==> src/rtl/ulpi_tx_link_if.sv <==
// rtl/ulpi_tx_link_if.sv - ULPI bus bundle between link (master) and PHY (slave)
interface ulpi_tx_link_if;
   logic       ulpi_dir;
   logic       ulpi_nxt;
   logic [7:0] ulpi_data_in;
   logic [7:0] ulpi_data_out;
   logic       ulpi_data_oe;
   logic       ulpi_stp;

   modport master (
      input  ulpi_dir, ulpi_nxt, ulpi_data_in,
      output ulpi_data_out, ulpi_data_oe, ulpi_stp
   );

   modport slave (
      output ulpi_dir, ulpi_nxt, ulpi_data_in,
      input  ulpi_data_out, ulpi_data_oe, ulpi_stp
   );
endinterface

==> src/rtl/ulpi_tx_link.sv <==
// rtl/ulpi_tx_link.sv - link-side ULPI transmit engine; optional ULPI_TX_REG_RETRY_EN
module ulpi_tx_link #(
   parameter int MAX_RETRY = 3
) (
   input  logic                  clk,
   input  logic                  reset,
   ulpi_tx_link_if.master        ulpi,
   input  logic                  req_valid,
   input  logic [1:0]            req_type,
   input  logic [5:0]            req_addr,
   input  logic [7:0]            req_wdata,
   input  logic [3:0]            req_pid,
   output logic                  req_ready,
   input  logic [7:0]            tx_data,
   input  logic                  tx_valid,
   input  logic                  tx_last,
   output logic                  tx_ready,
   output logic [7:0]            rd_data,
   output logic                  rd_valid,
   output logic                  done,
   output logic                  aborted,
   output logic                  busy
);
   typedef enum logic [3:0] {
      IDLE, CMD, WDATA, TXDATA, STP, RD_TURN, RD_DATA, RD_END, ABORT
   } state_t;

   localparam logic [1:0] T_WR  = 2'd0;
   localparam logic [1:0] T_RD  = 2'd1;
   localparam logic [1:0] T_TX  = 2'd2;
   localparam logic [1:0] T_RSV = 2'd3;

   state_t     state, state_nxt;
   logic       dir_r, turnaround, oe, accept;
   logic [1:0] l_type;
   logic [5:0] l_addr;
   logic [7:0] l_wdata;
   logic [3:0] l_pid;
   logic       underrun, underrun_set;
   logic       done_nxt, aborted_nxt, rd_valid_nxt;
   logic       retry_left;
   logic [7:0] data_out;

   assign turnaround = ulpi.ulpi_dir != dir_r;
   assign oe         = !ulpi.ulpi_dir && !turnaround;
   assign accept     = (state == IDLE) && req_valid && (req_type != T_RSV) && oe;

   assign req_ready          = accept;
   assign tx_ready           = (state == TXDATA) && ulpi.ulpi_nxt && oe && tx_valid;
   assign busy               = state != IDLE;
   assign ulpi.ulpi_data_oe  = oe;
   assign ulpi.ulpi_stp      = state == STP;
   assign ulpi.ulpi_data_out = data_out;

`ifdef ULPI_TX_REG_RETRY_EN
   localparam int RW = (MAX_RETRY < 1) ? 1 : $clog2(MAX_RETRY + 1);
   logic [RW-1:0] retry_cnt;

   // Register ops interrupted by the PHY are silently replayed until the budget runs out.
   assign retry_left = (l_type != T_TX) && (retry_cnt != RW'(MAX_RETRY));

   always_ff @(posedge clk) begin
      if (reset)
         retry_cnt <= '0;
      else if (accept)
         retry_cnt <= '0;
      else if ((state == ABORT) && !ulpi.ulpi_dir && retry_left)
         retry_cnt <= retry_cnt + RW'(1);
   end
`else
   logic unused_retry;
   assign retry_left   = 1'b0;
   assign unused_retry = MAX_RETRY > 0;
`endif

   always_comb begin
      data_out = 8'h00;
      case (state)
         CMD: begin
            case (l_type)
               T_TX:    data_out = {4'h4, l_pid};
               T_RD:    data_out = {2'b11, l_addr};
               default: data_out = {2'b10, l_addr};
            endcase
         end
         WDATA:   data_out = l_wdata;
         TXDATA:  data_out = tx_data;
         STP:     data_out = underrun ? 8'hFF : 8'h00;
         default: data_out = 8'h00;
      endcase
   end

   always_comb begin
      state_nxt    = state;
      done_nxt     = 1'b0;
      aborted_nxt  = 1'b0;
      rd_valid_nxt = 1'b0;
      underrun_set = 1'b0;
      case (state)
         IDLE: if (accept) state_nxt = CMD;
         CMD: begin
            if (ulpi.ulpi_dir)
               state_nxt = ABORT;
            else if (ulpi.ulpi_nxt && oe) begin
               case (l_type)
                  T_WR:    state_nxt = WDATA;
                  T_RD:    state_nxt = RD_TURN;
                  default: state_nxt = TXDATA;
               endcase
            end
         end
         WDATA: begin
            if (ulpi.ulpi_dir)
               state_nxt = ABORT;
            else if (ulpi.ulpi_nxt && oe) begin
               state_nxt = STP;
               done_nxt  = 1'b1;
            end
         end
         TXDATA: begin
            if (ulpi.ulpi_dir)
               state_nxt = ABORT;
            else if (ulpi.ulpi_nxt && oe) begin
               if (!tx_valid) begin
                  state_nxt    = STP;
                  underrun_set = 1'b1;
                  aborted_nxt  = 1'b1;
               end else if (tx_last) begin
                  state_nxt = STP;
                  done_nxt  = 1'b1;
               end
            end
         end
         STP: state_nxt = IDLE;
         RD_TURN: if (ulpi.ulpi_dir) state_nxt = ulpi.ulpi_nxt ? ABORT : RD_DATA;
         RD_DATA: begin
            if (ulpi.ulpi_dir) begin
               state_nxt    = RD_END;
               done_nxt     = 1'b1;
               rd_valid_nxt = 1'b1;
            end else
               state_nxt = ABORT;
         end
         RD_END: if (!ulpi.ulpi_dir) state_nxt = IDLE;
         ABORT: if (!ulpi.ulpi_dir) state_nxt = retry_left ? CMD : IDLE;
         default: state_nxt = IDLE;
      endcase
      // aborted is reported on entry to ABORT unless a replay will follow
      if ((state != ABORT) && (state_nxt == ABORT))
         aborted_nxt = !retry_left;
   end

   always_ff @(posedge clk) begin
      if (reset) begin
         state    <= IDLE;
         dir_r    <= 1'b0;
         l_type   <= T_WR;
         l_addr   <= '0;
         l_wdata  <= '0;
         l_pid    <= '0;
         underrun <= 1'b0;
         rd_data  <= '0;
         rd_valid <= 1'b0;
         done     <= 1'b0;
         aborted  <= 1'b0;
      end else begin
         state    <= state_nxt;
         dir_r    <= ulpi.ulpi_dir;
         rd_valid <= rd_valid_nxt;
         done     <= done_nxt;
         aborted  <= aborted_nxt;
         if (accept) begin
            l_type   <= req_type;
            l_addr   <= req_addr;
            l_wdata  <= req_wdata;
            l_pid    <= req_pid;
            underrun <= 1'b0;
         end else if (underrun_set)
            underrun <= 1'b1;
         if ((state == RD_DATA) && ulpi.ulpi_dir)
            rd_data <= ulpi.ulpi_data_in;
      end
   end
endmodule

==> src/flat_wrapper.sv <==
// flat-port wrapper written by rule: the top's interface ports become plain ports
module ulpi_tx_link_flat 
#(
   parameter int MAX_RETRY = 3
)
  (clk, reset, req_valid, req_type, req_addr, req_wdata, req_pid, req_ready, tx_data, tx_valid, tx_last, tx_ready, rd_data, rd_valid, done, aborted, busy, ulpi_ulpi_dir, ulpi_ulpi_nxt, ulpi_ulpi_data_in, ulpi_ulpi_data_out, ulpi_ulpi_data_oe, ulpi_ulpi_stp);
  ulpi_tx_link_if ulpi_i ();
  input  logic clk;
  input  logic reset;
  input  logic req_valid;
  input  logic [1:0] req_type;
  input  logic [5:0] req_addr;
  input  logic [7:0] req_wdata;
  input  logic [3:0] req_pid;
  output logic req_ready;
  input  logic [7:0] tx_data;
  input  logic tx_valid;
  input  logic tx_last;
  output logic tx_ready;
  output logic [7:0] rd_data;
  output logic rd_valid;
  output logic done;
  output logic aborted;
  output logic busy;
  input wire logic [$bits(ulpi_i.ulpi_dir)-1:0] ulpi_ulpi_dir;
  input wire logic [$bits(ulpi_i.ulpi_nxt)-1:0] ulpi_ulpi_nxt;
  input wire logic [$bits(ulpi_i.ulpi_data_in)-1:0] ulpi_ulpi_data_in;
  output wire logic [$bits(ulpi_i.ulpi_data_out)-1:0] ulpi_ulpi_data_out;
  output wire logic [$bits(ulpi_i.ulpi_data_oe)-1:0] ulpi_ulpi_data_oe;
  output wire logic [$bits(ulpi_i.ulpi_stp)-1:0] ulpi_ulpi_stp;
  assign ulpi_i.ulpi_dir = ulpi_ulpi_dir;
  assign ulpi_i.ulpi_nxt = ulpi_ulpi_nxt;
  assign ulpi_i.ulpi_data_in = ulpi_ulpi_data_in;
  assign ulpi_ulpi_data_out = ulpi_i.ulpi_data_out;
  assign ulpi_ulpi_data_oe = ulpi_i.ulpi_data_oe;
  assign ulpi_ulpi_stp = ulpi_i.ulpi_stp;
  ulpi_tx_link #(.MAX_RETRY(MAX_RETRY)) u_core (.clk(clk), .reset(reset), .ulpi(ulpi_i), .req_valid(req_valid), .req_type(req_type), .req_addr(req_addr), .req_wdata(req_wdata), .req_pid(req_pid), .req_ready(req_ready), .tx_data(tx_data), .tx_valid(tx_valid), .tx_last(tx_last), .tx_ready(tx_ready), .rd_data(rd_data), .rd_valid(rd_valid), .done(done), .aborted(aborted), .busy(busy));
endmodule
==> config.mk <==
export PLATFORM = sky130hd
export DESIGN_NAME = ulpi_tx_link_flat
export DESIGN_NICKNAME = d
export VERILOG_FILES = /design/src/rtl/ulpi_tx_link_if.sv /design/src/rtl/ulpi_tx_link.sv /design/src/flat_wrapper.sv
export SDC_FILE = /design/constraint.sdc
export NUM_CORES = 1
export LEC_CHECK = 0
export ABC_CLOCK_PERIOD_IN_PS = 2550
export CORE_MARGIN = 3
export CORE_UTILIZATION = 47
export CTS_BUF_LIST = sky130_fd_sc_hd__clkbuf_4 sky130_fd_sc_hd__clkbuf_8
export CTS_CLUSTER_SIZE = 28
export DETAILED_ROUTE_END_ITERATION = 10
export PLACE_DENSITY_LB_ADDON = 0.2
export SYNTH_ARGS = -nofsm -noshare
export SYNTH_HDL_FRONTEND = slang
export SYNTH_SLANG_ARGS = --single-unit
==> constraint.sdc <==
create_clock -name clk -period 2.55 [get_ports clk]
set_clock_uncertainty 0.05 [all_clocks]
set_input_delay 0.765 -clock clk [delete_from_list [all_inputs] [get_ports clk]]
set_output_delay 0.765 -clock clk [all_outputs]
set_load 0.005 [all_outputs]
==> out/qor.yml, run 1 <==
setup_path:
  required_ns: 1.74
  cp-endpoint: "ulpi_ulpi_data_out[0]"
  regToRegSetupSlack_ns: 0.66
  timing.rr.end: "u_core.aborted"
  r2r-start: "u_core.state[2]"
  crit_type: "reg -> out"
  start_kind: "register"
  r2r_cells: 8
  worstPathArrival_ns: 1.73
  crit_fanout: 4
  critPathCaptureType: "primary output"
  worstSetupStartpoint: "u_core.state[2]"
sta:
  layout_setup_ws_ns: 0.00534
  post-route-min-period_ns: 2.54
  max_clock_freq_ghz: 0.393
  drv_slew: 0
  tns_ns: 0
  rsz0062_at_grt: "true"
  tightest_slew_ns: 0.375
  period_share_pct: 99.8
  hold_viol: 0
  relSlewSlack_pct: 74.8
  setup_viol: 0
logic_synthesis:
  synth_enable_flop_cells: 0
  synth_area_um2: 1940
  ys_ff_latch: 37
  synth_warnings: 0
  synthCells: 233
  synth.yosys.seq_area_share_pct: 38.3
  synth_fp_nets: 281
  synth.avg_cell_area_um2: 8.31
  synthArstFlopShare_pct: 0
  synth.distinct_cells: 47
  synth_ff_type: "dfxtp_1"
clocking:
  htree_levels: 2
  clk_pin_slew_ns: 0.07
  cts.sinks: 37
  clock_path_buffers: 2
  cts_hold_buf: 0
  cts_root_buffer: "clkbuf_8"
  cts_tree: "yes"
  numCtsBuffers: 5
  clk_latency_ns: 0.28
routing:
  via_per_inst: 5.37
  vias: 2079
  avgRoutedWirePerCell_um: 15.1
  ant_nets: 0
  drt-total-wl_um: 5850
  drt_iter0_drc: 129
  drcViolationCount: 0
  drt-pass1-iter-count: 4
placed_design:
  place_congestion: 0.829
  placed_area_um2: 2790
  io_buffer_count: 66
  place_hpwl_um: 3750
  place_ws_ns: -0.602
worst_hold_path:
  hold_path.class: "reg -> reg"
  hp-start: "u_core.l_wdata[1]"
flow_run:
  max_cap_viol_count: 0
global_routing:
  antenna_found_initial: 0
  grt_max_degree: 35
  grtUsageTotal_pct: 23.4
  overflow: 0
  grt_pass1_vias: 2057
  grt_pass1_wl_um: 9430
power:
  power_density_nw_per_um2: 425
  fin_total_pwr_mw: 1.33
  vdd_ir_drop_max_v: 0.000369
  leakage_nw: 1.25
floorplanning:
  row_count: 22
  initial_core_util_pct: 50.6
  coreArea_um2: 3830
  die_area_um2: 4920
  boundaryPins: 67
  die_h_um: 70.2
  die_w_um: 70.2
layout:
  fillCellCount: 253
  multiInputGateArea_um2: 1130
  design_area_um2: 3120
  area_delta_synth_final_pct: 61.3
  fin_nets: 386
  drive_above_1_share_pct: 28.0
  final-seq-area_um2: 751
  post-route-util_pct: 81.6
  diodes: 0
status:
  status: "finished, final reports clean"
==> cell usage after synthesis (3+ instances only) <==
master    count  area share, %
nand2_1      50            9.7
dfxtp_1      37             38
a21oi_1      22            5.7
nor2_1       17            3.3
a22oi_1       9            3.5
inv_1         8            1.6
mux2i_1       8            4.1
clkbuf_1      6            1.2
buf_4         5            1.9
ha_1          5            3.2
nand3_1       5            1.3
nor3_1        5            1.3
o211ai_1      5            1.9
a32oi_1       4            1.8
buf_2         4            1.0
nand2b_1      4            1.3
o21ai_0       3           0.78
==> flip-flops by register name, indices dropped and copies added, names as in the netlist <==
name / count
u_core.dir_r: 1
u_core.l_type: 2
u_core.underrun: 1
u_core.rd_data: 8
u_core.l_wdata: 8
u_core.l_addr: 6
u_core.done: 1
u_core.rd_valid: 1
u_core.l_pid: 4
u_core.aborted: 1
u_core.state: 4
==> how the worst min path moves through the flow <==
stage / endpoint / slack, ns / cells after the start
global route: u_core.l_wdata[3] / 0.43 / 2
finish: u_core.l_wdata[1] / 0.41 / 2
global placement: u_core.l_addr[5] / 0.39 / 2
floorplan: u_core.l_addr[0] / 0.39 / 2
CTS: u_core.l_wdata[3] / 0.41 / 2
detailed placement: u_core.l_wdata[3] / 0.40 / 2
==> placed cells by master (no fill, tap or decap), types with 2 or more instances in the layout <==
| cell | instances |
|---|---|
| a211oi_1 | 2 |
| a21oi_1 | 22 |
| clkdlybuf4s50_1 | 50 |
| o32ai_1 | 2 |
| dfxtp_4 | 2 |
| nor3_4 | 2 |
| ha_1 | 4 |
| a22oi_1 | 8 |
| o211ai_1 | 5 |
| inv_2 | 2 |
| nor4_4 | 2 |
| nand3_1 | 5 |
| inv_1 | 7 |
| o21ai_2 | 2 |
| nand2_2 | 2 |
| a32oi_1 | 4 |
| nor3_1 | 4 |
| dlymetal6s2s_1 | 3 |
| mux2i_1 | 8 |
| buf_4 | 42 |
| o21ai_0 | 3 |
| nand2_1 | 48 |
| buf_2 | 8 |
| buf_6 | 6 |
| nand2b_1 | 3 |
| dfxtp_1 | 33 |
| nor2_1 | 16 |
| dlygate4sd2_1 | 3 |
| dfxtp_2 | 2 |
| clkbuf_8 | 6 |
==> routing by layer <==
layer | global-route usage (%) | routed length [µm] | part of all wire (%)
met4 | 5.11 | 69 | 1.2
met3 | 6.04 | 381 | 6.5
met1 | 30.0 | 2580 | 44
met2 | 39.5 | 2830 | 48
met5 | 0 | 0 | 0
==> timing repair <==
action                     CTS  global route
setup endpoints to repair   11            10
pin swaps                    7             9
resized for setup           57            14
buffers inserted            14             5
==> power by group <==
group / switching (mW) / internal [mW] / total, mW
clock network: 0.203 / 0.330 / 0.533
logic: 0.0819 / 0.114 / 0.196
registers: 0.00949 / 0.590 / 0.600
total: 0.295 / 1.03 / 1.33
==> metrics by stage <==
stage	instances	hold WS (ns)
floorplan	233	0.386
global placement	360	0.392
detailed placement	360	0.403
CTS	382	0.413
global route	387	0.428
finish	387	0.413
==> layout make-up <==
class / instances / share of cell area, %
Multi-Input combinational cell: 170 / 36.3
Timing Repair Buffer: 115 / 32.8
Tap cell: 48 / 1.92
Inverter: 9 / 1.08
Sequential cell: 37 / 24.0
Clock buffer: 7 / 2.88
Clock inverter: 1 / 0.962
==> critical path, stage by stage (launching register included) <==
cell      delay, ns
dfxtp_4        0.36
or4b_4         0.55
buf_6          0.14
buf_6          0.10
o211ai_1       0.15
buf_2          0.15
==> cell families (layout without fill, tap and decap cells) <==
kind of cell | Yosys count | count (layout) | share of synthesized area [%]
buffers and inverters | 26 | 132 | 7.05
xor gates and xnor gates | 1 | 1 | 0.453
DFF | 37 | 37 | 38.3
adders and majority gates | 5 | 5 | 3.23
muxes | 8 | 8 | 4.14
and+or+nand+nor | 98 | 98 | 26.6
AOI/OAI and AO/OA | 58 | 58 | 20.3
Power figures use the tool's default switching activity.
==> inputs of run 2 (changes only) <==
- CTS_BUF_LIST: sky130_fd_sc_hd__clkbuf_4 sky130_fd_sc_hd__clkbuf_8 -> sky130_fd_sc_hd__clkbuf_2 sky130_fd_sc_hd__clkbuf_4 sky130_fd_sc_hd__clkbuf_8
==> results of run 2 <==
No change in the layout: final DEF, timing and power equal those of run 1.
